## src/rtl/clint_vec.sv

```systemverilog
// Core-local interrupt controller: arbitrates sync traps, enabled irq lines and MRET,
// sequences the mepc/mstatus/mcause writes and issues the redirect with a one-hot claim.
module clint_vec #(
   parameter int unsigned CPU_WIDTH      = 32,
   parameter int unsigned NUM_IRQ        = 8,
   parameter int unsigned CSR_ADDR_WIDTH = 12,
   parameter int unsigned IRQ_CAUSE_BASE = 16
) (
   input  logic                      clk,
   input  logic                      rst,
   input  logic [NUM_IRQ-1:0]        irq_i,
   input  logic [NUM_IRQ-1:0]        irq_en_i,
   input  logic                      wb_valid_i,
   input  logic [CPU_WIDTH-1:0]      wb_inst_i,
   input  logic [CPU_WIDTH-1:0]      wb_inst_addr_i,
   input  logic [CPU_WIDTH-1:0]      resume_addr_i,
   input  logic [CPU_WIDTH-1:0]      csr_mtvec,
   input  logic [CPU_WIDTH-1:0]      csr_mepc,
   input  logic [CPU_WIDTH-1:0]      csr_mstatus,
   output logic                      we_o,
   output logic [CSR_ADDR_WIDTH-1:0] waddr_o,
   output logic [CPU_WIDTH-1:0]      data_o,
   output logic                      hold_flag_o,
   output logic                      int_assert_o,
   output logic [CPU_WIDTH-1:0]      int_addr_o,
   output logic [NUM_IRQ-1:0]        irq_ack_o
);

   localparam int unsigned IDX_W = (NUM_IRQ > 1) ? $clog2(NUM_IRQ) : 1;

   localparam logic [CSR_ADDR_WIDTH-1:0] CSR_MSTATUS = CSR_ADDR_WIDTH'(12'h300);
   localparam logic [CSR_ADDR_WIDTH-1:0] CSR_MEPC    = CSR_ADDR_WIDTH'(12'h341);
   localparam logic [CSR_ADDR_WIDTH-1:0] CSR_MCAUSE  = CSR_ADDR_WIDTH'(12'h342);

   localparam logic [CPU_WIDTH-1:0] INST_ECALL  = CPU_WIDTH'(32'h0000_0073);
   localparam logic [CPU_WIDTH-1:0] INST_EBREAK = CPU_WIDTH'(32'h0010_0073);
   localparam logic [CPU_WIDTH-1:0] INST_MRET   = CPU_WIDTH'(32'h3020_0073);

   typedef enum logic [2:0] {
      S_IDLE, S_MEPC, S_MSTATUS, S_MCAUSE, S_ASSERT, S_MRET
   } state_e;

   state_e               state_q, state_d;
   logic [CPU_WIDTH-1:0] epc_q, epc_d;
   logic [CPU_WIDTH-1:0] cause_q, cause_d;
   logic [IDX_W-1:0]     win_q, win_d;
   logic                 async_q, async_d;
   logic                 mret_q, mret_d;

   logic [NUM_IRQ-1:0]   pend;
   logic [IDX_W-1:0]     win_idx;
   logic                 sync_ev, async_ev, mret_ev;

   // Event detection and lowest-index winner among enabled pending lines
   always_comb begin
      pend     = irq_i & irq_en_i;
      sync_ev  = wb_valid_i && ((wb_inst_i == INST_ECALL) || (wb_inst_i == INST_EBREAK));
      async_ev = (|pend) && csr_mstatus[3];
      mret_ev  = wb_valid_i && (wb_inst_i == INST_MRET);
      win_idx  = '0;
      for (int i = int'(NUM_IRQ) - 1; i >= 0; i--) begin
         if (pend[i]) win_idx = IDX_W'(i);
      end
   end

   // Next-state and latch capture; events are only accepted in IDLE
   always_comb begin
      state_d = state_q;
      epc_d   = epc_q;
      cause_d = cause_q;
      win_d   = win_q;
      async_d = async_q;
      mret_d  = mret_q;
      case (state_q)
         S_IDLE: begin
            if (sync_ev) begin
               state_d = S_MEPC;
               epc_d   = wb_inst_addr_i;
               cause_d = (wb_inst_i == INST_ECALL) ? CPU_WIDTH'(11) : CPU_WIDTH'(3);
               async_d = 1'b0;
               mret_d  = 1'b0;
            end else if (async_ev) begin
               state_d = S_MEPC;
               epc_d   = resume_addr_i;
               cause_d = {1'b1, (CPU_WIDTH-1)'(IRQ_CAUSE_BASE + 32'(win_idx))};
               win_d   = win_idx;
               async_d = 1'b1;
               mret_d  = 1'b0;
            end else if (mret_ev) begin
               state_d = S_MRET;
               async_d = 1'b0;
               mret_d  = 1'b1;
            end
         end
         S_MEPC:    state_d = S_MSTATUS;
         S_MSTATUS: state_d = S_MCAUSE;
         S_MCAUSE:  state_d = S_ASSERT;
         S_MRET:    state_d = S_ASSERT;
         S_ASSERT:  state_d = S_IDLE;
         default:   state_d = S_IDLE;
      endcase
   end

   always_ff @(posedge clk) begin
      if (rst) begin
         state_q <= S_IDLE;
         epc_q   <= '0;
         cause_q <= '0;
         win_q   <= '0;
         async_q <= 1'b0;
         mret_q  <= 1'b0;
      end else begin
         state_q <= state_d;
         epc_q   <= epc_d;
         cause_q <= cause_d;
         win_q   <= win_d;
         async_q <= async_d;
         mret_q  <= mret_d;
      end
   end

   // Moore output decode from the state register and latched trap context
   always_comb begin
      we_o         = 1'b0;
      waddr_o      = '0;
      data_o       = '0;
      int_assert_o = 1'b0;
      int_addr_o   = '0;
      irq_ack_o    = '0;
      case (state_q)
         S_MEPC: begin
            we_o    = 1'b1;
            waddr_o = CSR_MEPC;
            data_o  = epc_q;
         end
         S_MSTATUS: begin
            we_o      = 1'b1;
            waddr_o   = CSR_MSTATUS;
            data_o    = csr_mstatus;
            data_o[7] = csr_mstatus[3];
            data_o[3] = 1'b0;
         end
         S_MCAUSE: begin
            we_o    = 1'b1;
            waddr_o = CSR_MCAUSE;
            data_o  = cause_q;
         end
         S_MRET: begin
            we_o      = 1'b1;
            waddr_o   = CSR_MSTATUS;
            data_o    = csr_mstatus;
            data_o[3] = csr_mstatus[7];
            data_o[7] = 1'b1;
         end
         S_ASSERT: begin
            int_assert_o = 1'b1;
            if (mret_q) begin
               int_addr_o = csr_mepc;
            end else begin
               int_addr_o = {csr_mtvec[CPU_WIDTH-1:2], 2'b00};
               if ((csr_mtvec[1:0] == 2'b01) && cause_q[CPU_WIDTH-1])
                  int_addr_o = int_addr_o + {cause_q[CPU_WIDTH-3:0], 2'b00};
               for (int unsigned i = 0; i < NUM_IRQ; i++)
                  irq_ack_o[i] = async_q && (win_q == IDX_W'(i));
            end
         end
         default: ;
      endcase
   end

   assign hold_flag_o = (state_q != S_IDLE) || (state_q == S_IDLE && (sync_ev || async_ev || mret_ev));

endmodule

```

## config.mk

```make
export PLATFORM = sky130hd
export DESIGN_NAME = clint_vec
export DESIGN_NICKNAME = d
export VERILOG_FILES = /design/src/rtl/clint_vec.sv
export SDC_FILE = /design/constraint.sdc
export NUM_CORES = 1
export LEC_CHECK = 0
export ABC_AREA = 0
export CAP_MARGIN = 20
export CORE_AREA = 2 2 116 118
export DETAILED_ROUTE_END_ITERATION = 7
export DIE_AREA = 0 0 118 120
export MAX_ROUTING_LAYER = met4
export PLACE_DENSITY = 0.78
export SYNTH_ARGS = -nofsm -noshare
export SYNTH_HDL_FRONTEND = slang
export SYNTH_SLANG_ARGS = --single-unit
```

## constraint.sdc

```tcl
create_clock -name clk -period 5.7 [get_ports clk]
set_input_delay 1.71 -clock clk [delete_from_list [all_inputs] [get_ports clk]]
set_output_delay 1.71 -clock clk [all_outputs]
set_load 0.01 [all_outputs]
```

* Yosys cells after proc, flatten, opt, wreduce, memory -nomap -nowiden *
Cells that the tools add are included.

cells by class
  add/subtract/negate cells = 2
  eq/ne operators = 17
  multiplexer cells = 32
  bitwise operators = 2
  reductions and logical operators = 29

operator list
  cell                                              number
  two-way mux 32 bit                                7
  one-hot mux 32 bit (4 select lines)               1
  two-way mux 3 bit                                 11
  adder 32 bit                                      1
  == test 32 x 21 -> 1 bit (second input constant)  1
  == test 32 x 30 -> 1 bit (second input constant)  1
  == test 32 x 7 -> 1 bit (second input constant)   1
  one-hot mux 10 bit (3 select lines)               1
  == test 3 bit (second input constant)             6
  two-way mux 8 bit                                 2
  logical AND 1 bit                                 13
  == test 3 x 2 -> 1 bit (second input constant)    4
  one-hot mux 3 bit (4 select lines)                1
  bitwise AND 8 bit                                 1
  two-way mux 1 bit                                 8
  OR reduction 8 bit                                1
  adder 5 x 3 -> 6 bit (first input constant)       1
  == test 3 x 1 -> 1 bit (second input constant)    2
  logical NOT 3 bit                                 2
  nonzero test 3 bit                                2
  logical OR 1 bit                                  4
  two-way mux 4 bit                                 1
  != test 4 bit (second input constant)             1
  AND reduction 2 bit                               2
  6 further kinds                                   7

word-level totals
  flip-flop bits (word level) = 72
  input port bits = 211
  output and inout bits = 87
  word-level logic and storage cells = 88

* Logic depth before layout (Yosys ltp) *
Gate-level depths: netlist of the first run.

  depth after elaboration = 12
  depth in mapped cells = 8
  mapped depth without buffers = 8

* Least setup slack after synthesis of the first run *
OpenSTA, ideal clock, no wires.

  kind = input port to output port
  from = in csr_mtvec[2]
  to = out int_addr_o[28]
  arrival time = 3561 ps
  required time = 3990 ps
  path slack = 429 ps
  cell stages on the path = 8
  buffers on the path = 0
  cells stage by stage = ha_1 > inv_1 > fa_1 > and2b_1 > o2111ai_2 > a2111oi_1 > xnor2_1 > a21oi_1

between the ends
  longest elaborated chain between the ends = 4

RTL lines
  element             RTL line  source
  start, declared     17        input logic [CPU_WIDTH-1:0] csr_mtvec,
  adder 32 bit        162       int_addr_o = int_addr_o + {cause_q[CPU_WIDTH-3:0], 2'b00};
  two-way mux 32 bit  161       if ((csr_mtvec[1:0] == 2'b01) && cause_q[CPU_WIDTH-1])
  two-way mux 32 bit  157       if (mret_q) begin
  two-way mux 32 bit  130       case (state_q)
  end, declared       25        output logic [CPU_WIDTH-1:0] int_addr_o,

Every way passes these cells.

* Final worst setup path of the first run *
  from = in csr_mtvec[15]
  to = out int_addr_o[27]

Same word-level chain as after synthesis.

==> flow_metrics.py, run 1 <==
metrics = {
    "die": {
        "ioPinCount": 298,
        "design.die.area_mm2": 0.01416,
        "rows": 42,
        "start_util": 0.3371,
        "core_mm2": 0.01298,
        "die_w_um": 118,
        "die_y_um": 120,
    },
    "sta": {
        "fin_crit_sh": 0.9874,
        "hold_viol_final": 0,
        "maxSlewViolCount": 0,
        "skew_ps": 5.925,
        "slew_headroom": 0.3124,
        "rsz0062_at_grt": "true",
        "worst_pin_slew_ps": 1031,
        "setup_viol": 0,
        "layout_min_cycle_time_ps": 5628,
        "tns_ps": 0,
        "clock.fmax_ghz": 0.1777,
    },
    "logic_synthesis": {
        "synth.avg_cell_area_um2": 7.649,
        "synth-async-reset-ratio": 0,
        "ys_types": 62,
        "yosysTopAreaCellShare": 0.2059,
        "synth_area_leaders": "dfxtp_1 21%, nor4_2 8.3%, nor3_1 6.3%",
        "synth.cell_area_mm2": 0.004375,
        "syn_inst": 572,
        "synth_seq_area_share": 0.2059,
        "synth_flop_cell": "dfxtp_1",
        "synth_area_leader_cell": "dfxtp_1",
        "synth-edff-count": 0,
        "ys_warn_count": 0,
        "ys_seq_elements": 45,
    },
    "route": {
        "wl_um": 18400,
        "initialDrtViolationCount": 397,
        "viasPerCell": 5.396,
        "routedWlPerCell_um": 17.36,
        "first_pass_iters": 5,
        "drc_errors": 0,
        "ant_nets": 0,
        "vias": 5720,
    },
    "min_path": {
        "hold_path_class": "reg -> reg",
        "min-delay-start": "async_q",
    },
    "finish": {
        "diodes": 0,
        "final_area_mm2": 0.008045,
        "fin_nets": 1100,
        "drive_above_1_share": 0.1934,
        "syn2layout_area_growth_pct": 83.87,
    },
    "setup_path": {
        "path_max_fanout": 7,
        "crit_path_start": "csr_mtvec[15]",
        "required_ps": 3990,
        "worstPathArrival_ps": 3920,
        "crit_path_start_kind": "input pin",
        "path_class": "in -> out",
        "r2r_start": "state_q[2]",
        "worstSetupEndpointType": "primary output",
    },
    "status": {
        "status": "finished clean",
    },
    "run": {
        "maxCapViolations": 0,
    },
    "place": {
        "port_buffers": 290,
        "gp_congestion": 0.9194,
        "dpl.hpwl_um": 13970,
        "dpl_cell_area_mm2": 0.007612,
    },
    "cts": {
        "cts_buffer_depth": 2,
        "cts_tree": "done",
        "cts.clk_slew.worst_paths_ps": 60,
        "insertion_delay_ps": 280,
        "cts_root_buf": "clkbuf_16",
        "cts_made_buffers": 5,
        "hold_buffers": 0,
        "cts.sinks": 45,
        "cts_htree_levels": 2,
    },
    "power": {
        "peakVddDrop_v": 0.0001389,
        "p_per_area_mw_per_mm2": 159.4,
        "leakage_nw": 2.939,
    },
    "global_routing": {
        "gr-total-overflow": 0,
        "grt_max_degree": 53,
        "grt_util_all_layers": 0.2607,
        "grt_pass1_vias": 5764,
        "antenna_found_initial": 0,
        "grt_pass1_wl_um": 29320,
    },
}
==> cell type report <==
cell class                 instances  area (µm²)
clock inverter                     2       16.27
fill                            1161        4935
multi-input combinational        460        3321
clock buffer                       6       138.9
tap                              176       220.2
timing repair buffer             357        3396
inverter                          14       52.55
sequential                        45       900.9
==> logic make-up after synthesis <==
group                      share of synthesized area
AOI/OAI and AO/OA                             0.2396
xor gates and xnor gates                     0.04804
adders and majority gates                    0.01887
buffers and inverters                        0.09065
DFF                                           0.2059
muxes                                        0.01230
other                                      0.0008571
and+or+nand+nor                               0.3838
==> per-layer routing <==
metal  vias to the layer above  share of wire  track usage
met3                        24          0.069      0.05086
met2                       274           0.51       0.4608
met4                         0          0.017      0.06401
met5                         -              0            -
li1                       2753              -            -
met1                      2669           0.40       0.3050
==> state kept, by name, summed over array words and instances (netlist names) <==
signal and flops:
epc_q 32, cause_q 5, state_q 3, win_q 3, async_q 1, mret_q 1
==> worst max-delay path, stage by stage <==
cell	delay, ps
clkdlybuf4s50_1	510
and4_2	330
buf_4	140
nand4_1	270
a2111oi_4	380
xnor2_1	180
a21oi_1	90
dlygate4sd2_1	310
==> where the power goes <==
part,total (W),internal [W],switching (W)
Sequential,0.000398,0.000355,0.0000435
Clock,0.000300,0.000176,0.000123
Combinational,0.000585,0.000341,0.000244
==> worst paths after layout <==
kind | to | slack (ps) | cells past startpoint
worst min-delay path | async_q | 500 | 2
worst min register to register | async_q | 500 | 2
worst max-delay path | int_addr_o[27] | 70 | 8
worst max register to register | win_q[1] | 3430 | 5
==> cells in the final DEF (no fill, tap or decap), types with 3 or more instances in the layout <==
master,count
a21oi_1,39
nand3_1,18
o211a_1,3
a22o_1,27
mux2_2,3
and4_1,6
clkdlybuf4s15_1,3
buf_2,9
buf_4,60
clkbuf_16,5
nor2_1,50
nand2b_1,4
xnor2_1,22
nand4_1,12
a211oi_1,6
o21ai_0,36
nor4_2,29
dfxtp_1,45
clkdlybuf4s50_1,261
nand2_1,35
a2111oi_4,7
dlygate4sd2_1,10
a31oi_1,3
buf_6,5
nor4_1,6
dlymetal6s2s_1,5
and2_1,6
o211ai_1,3
nor3_2,18
a211oi_2,7
ha_1,3
inv_1,12
nor2b_1,3
a22oi_1,6
conb_1,7
and3_1,3
nor3_1,55
==> cell usage after synthesis, types with 4 or more instances <==
library cell / n
nand4_1: 12
xnor2_1: 22
a2111oi_1: 7
nor4_1: 6
dfxtp_1: 45
o21ai_0: 36
and4_1: 7
ha_1: 5
nor2_1: 50
inv_1: 13
nand2b_1: 4
nor4_2: 29
a22oi_1: 6
nand2_1: 36
a211oi_1: 14
buf_4: 16
buf_2: 5
nand3_1: 18
nor3_2: 19
a22o_1: 27
nor3_1: 55
and2_1: 6
a21oi_1: 40
clkbuf_1: 31
==> per-stage QoR <==
| step | hold slack (ps) | total power, W | instances | setup WS, ps | utilization |
|---|---|---|---|---|---|
| after CTS | 502.8 | 0.001286 | 1059 | -19.13 | 0.6152 |
| after floorplan | 450.3 | 0.0006679 | 578 | 428.9 | - |
| after detailed placement | 492.5 | 0.0009718 | 1042 | -701.4 | 0.5865 |
| after global routing | 532.1 | 0.001358 | 1060 | -27.64 | 0.6198 |
| final | 497.8 | 0.001282 | 1060 | 71.99 | 0.6198 |
| after global placement | 484.7 | 0.0009667 | 1042 | -660.8 | 0.5865 |
==> repair_timing <==
action                                 in CTS  in global routing
buffers inserted                            9                  0
pin swaps                                  16                  4
setup endpoints to repair                  28                 21
endpoints found under the hold margin       0                  0
gates resized for setup                    84                 12
(Power assumes the default switching activity.)
==> run 2, diff against run 1 <==
Settings changed: CORE_AREA 2 2 116 118 to not set, CORE_ASPECT_RATIO set to 1.2, CORE_UTILIZATION set to 31, DIE_AREA 0 0 118 120 to not set, PLACE_DENSITY 0.78 to 0.72.
==> flow_metrics.py, run 2 (synthesis gave the netlist of run 1 again) <==
metrics = {
    "status": {
        "status": "finished clean",
    },
    "power": {
        "p_int_w": 0.0009200,
        "leakage_nw": 2.970,
        "pwr-share-comb": 0.445,
        "p_sw_w": 0.0004076,
        "p_per_area_mw_per_mm2": 163.6,
        "finalPower_w": 0.001328,
        "switching_share": 0.3070,
        "peakVddDrop_v": 0.0002033,
        "power_frac_clock": 0.257,
        "seq_power_share": 0.298,
    },
    "route": {
        "drc_errors": 0,
        "wl_um": 17800,
        "routedWlPerCell_um": 16.94,
        "ant_nets": 0,
        "viasPerCell": 5.343,
        "first_pass_iters": 5,
        "vias": 5616,
        "initialDrtViolationCount": 337,
    },
    "setup_path": {
        "worstSetupEndpointType": "primary output",
        "worstPathArrival_ps": 3910,
        "cp_common_cell": "dlygate4sd2_1",
        "r2r_end": "epc_q[13]",
        "path_delay_family": "buffers and inverters",
        "crit_path_start_kind": "input pin",
        "path_buf_inv": 4,
        "required_ps": 3990,
        "cp_slowest_cell": "a2111oi_4",
        "crit_path_start": "csr_mtvec[3]",
        "rrSetupSlack_ps": 3430,
        "slowest_delay_ps": 350,
        "cp.depth": 10,
        "rr_worst_depth": 5,
        "path_class": "in -> out",
        "r2r_start": "state_q[2]",
        "path_max_fanout": 8,
        "crit_chain": "dlygate4sd2_1 > buf_4 > ha_1 > a21o_1 > nand4_1 > buf_6 > a2111oi_4 > mux2i_1 > o211a_1 > dlygate4sd2_1",
    },
    "die": {
        "start_util": 0.3180,
        "ioPinCount": 298,
        "die_w_um": 110.5,
        "core_mm2": 0.01376,
        "die_y_um": 132.1,
        "rows": 47,
        "design.die.area_mm2": 0.01459,
    },
    "place": {
        "gp_congestion": 0.9083,
        "dp_cells": 1034,
        "dpl_cell_area_mm2": 0.007596,
        "dpl.hpwl_um": 13820,
        "port_buffers": 290,
        "place_ws_ps": -640.2,
    },
    "cts": {
        "cts.clk_slew.worst_paths_ps": 60,
        "hold_buffers": 0,
        "cts.sinks": 45,
        "insertion_delay_ps": 290,
        "cts_tree": "done",
        "cts_root_buf": "clkbuf_16",
        "cts_htree_levels": 2,
        "cts_buffer_depth": 2,
        "cts_made_buffers": 5,
    },
    "finish": {
        "drive_above_1_share": 0.1920,
        "largest_register_ffs": 32,
        "final_area_mm2": 0.008115,
        "final.fill_count": 1281,
        "final_common_cell": "clkdlybuf4s50_1",
        "syn2layout_area_growth_pct": 85.47,
        "seq_area_um2": 900.9,
        "mostFrequentLayoutCells": "258 x clkdlybuf4s50_1, 57 x buf_4, 55 x nor3_1",
        "fin_nets": 1096,
        "multiInputGateArea_mm2": 0.003387,
        "diodes": 0,
        "final_cells": 1051,
        "largestRegisters": "epc_q: 32 flops, cause_q: 5 flops",
        "largest_register": "epc_q",
    },
    "global_routing": {
        "antenna_found_initial": 0,
        "grt_util_all_layers": 0.2458,
        "grt_pass1_vias": 5720,
        "grt_pass1_wl_um": 28420,
        "grt_max_degree": 53,
        "gr-total-overflow": 0,
    },
    "min_path": {
        "min-delay-start": "async_q",
        "min_to": "async_q",
        "hold_path_class": "reg -> reg",
        "hold_depth": 2,
    },
    "sta": {
        "clock.fmax_ghz": 0.1781,
        "skew_ps": 4.156,
        "worst_pin_slew_ps": 977.9,
        "layout_min_cycle_time_ps": 5616,
        "slew_headroom": 0.3481,
        "fin_crit_sh": 0.9853,
        "tns_ps": 0,
        "setup_viol": 0,
        "hold_viol_final": 0,
        "maxSlewViolCount": 0,
        "worst_slack_ps": 83.66,
    },
    "run": {
        "maxCapViolations": 0,
    },
}
run 2: cell count changes in the layout (fill, tap and decap cells not counted), moves of 2 or more:
cell	before	now
dlygate4sd2_1	10	15
ha_4	1	3
clkbuf_2	1	5
buf_2	9	5
ha_1	3	1
buf_6	5	1
clkdlybuf4s50_1	261	258
a2111oi_4	7	9
buf_12	1	3
a2111oi_2	2	0
clkdlybuf4s15_1	3	1
buf_4	60	57
run 2: how the worst max path moves through the flow:
| stage | end | slack, ps |
|---|---|---|
| 6_report | int_addr_o[31] | 80 |
| 5_1_grt | int_addr_o[12] | -0.1 |
| 4_1_cts | int_addr_o[15] | 10 |
| 3_5_place_dp | int_addr_o[28] | -640 |
| 3_3_place_gp | int_addr_o[22] | -620 |
| 2_1_floorplan | int_addr_o[28] | 430 |
run 2: layout make-up:
cell class,instances,area share
timing repair buffer,353,0.4175
multi-input combinational,460,0.4174
sequential,45,0.1110
tap,171,0.02636
clock buffer,7,0.01758
inverter,14,0.006475
clock inverter,1,0.003700
run 2: timing repair:
action / CTS / global route
resized for setup: 72 / 25
setup endpoints to repair: 27 / 20
buffers inserted: 5 / 2
pin swaps: 5 / 4
hold endpoints to repair: 0 / 0
cloned: 1 / 0
run 2: power by group through the flow:
| stage | combinational, W | clock, W | sequential (W) |
|---|---|---|---|
| 6_report | 0.000591 | 0.000341 | 0.000396 |
| 5_1_grt | 0.000636 | 0.000363 | 0.000401 |
| 3_3_place_gp | 0.000558 | 0 | 0.000402 |
| 4_1_cts | 0.000587 | 0.000349 | 0.000396 |
| 2_1_floorplan | 0.000286 | 0 | 0.000382 |
| 3_5_place_dp | 0.000565 | 0 | 0.000402 |
run 2: routing by layer:
layer,vias to the layer above,GRT usage,wire length [µm]
li1,2742,-,-
met1,2589,0.2664,6963
met2,254,0.4517,9343
met3,31,0.04184,1114
met4,0,0.07852,381
met5,-,-,0
run 2: metrics by stage:
| stage | util | hold WS, ps |
|---|---|---|
| after global placement | 0.5520 | 474.2 |
| after CTS | 0.5841 | 493.2 |
| final | 0.5897 | 493.5 |
| after floorplan | - | 450.3 |
| after global routing | 0.5897 | 515.8 |
| after detailed placement | 0.5520 | 485.0 |
run 2: worst min-delay path, stage by stage, from the launching register on:
cell	delay, ps
dfxtp_1	320
nand3_1	70
a21oi_1	60
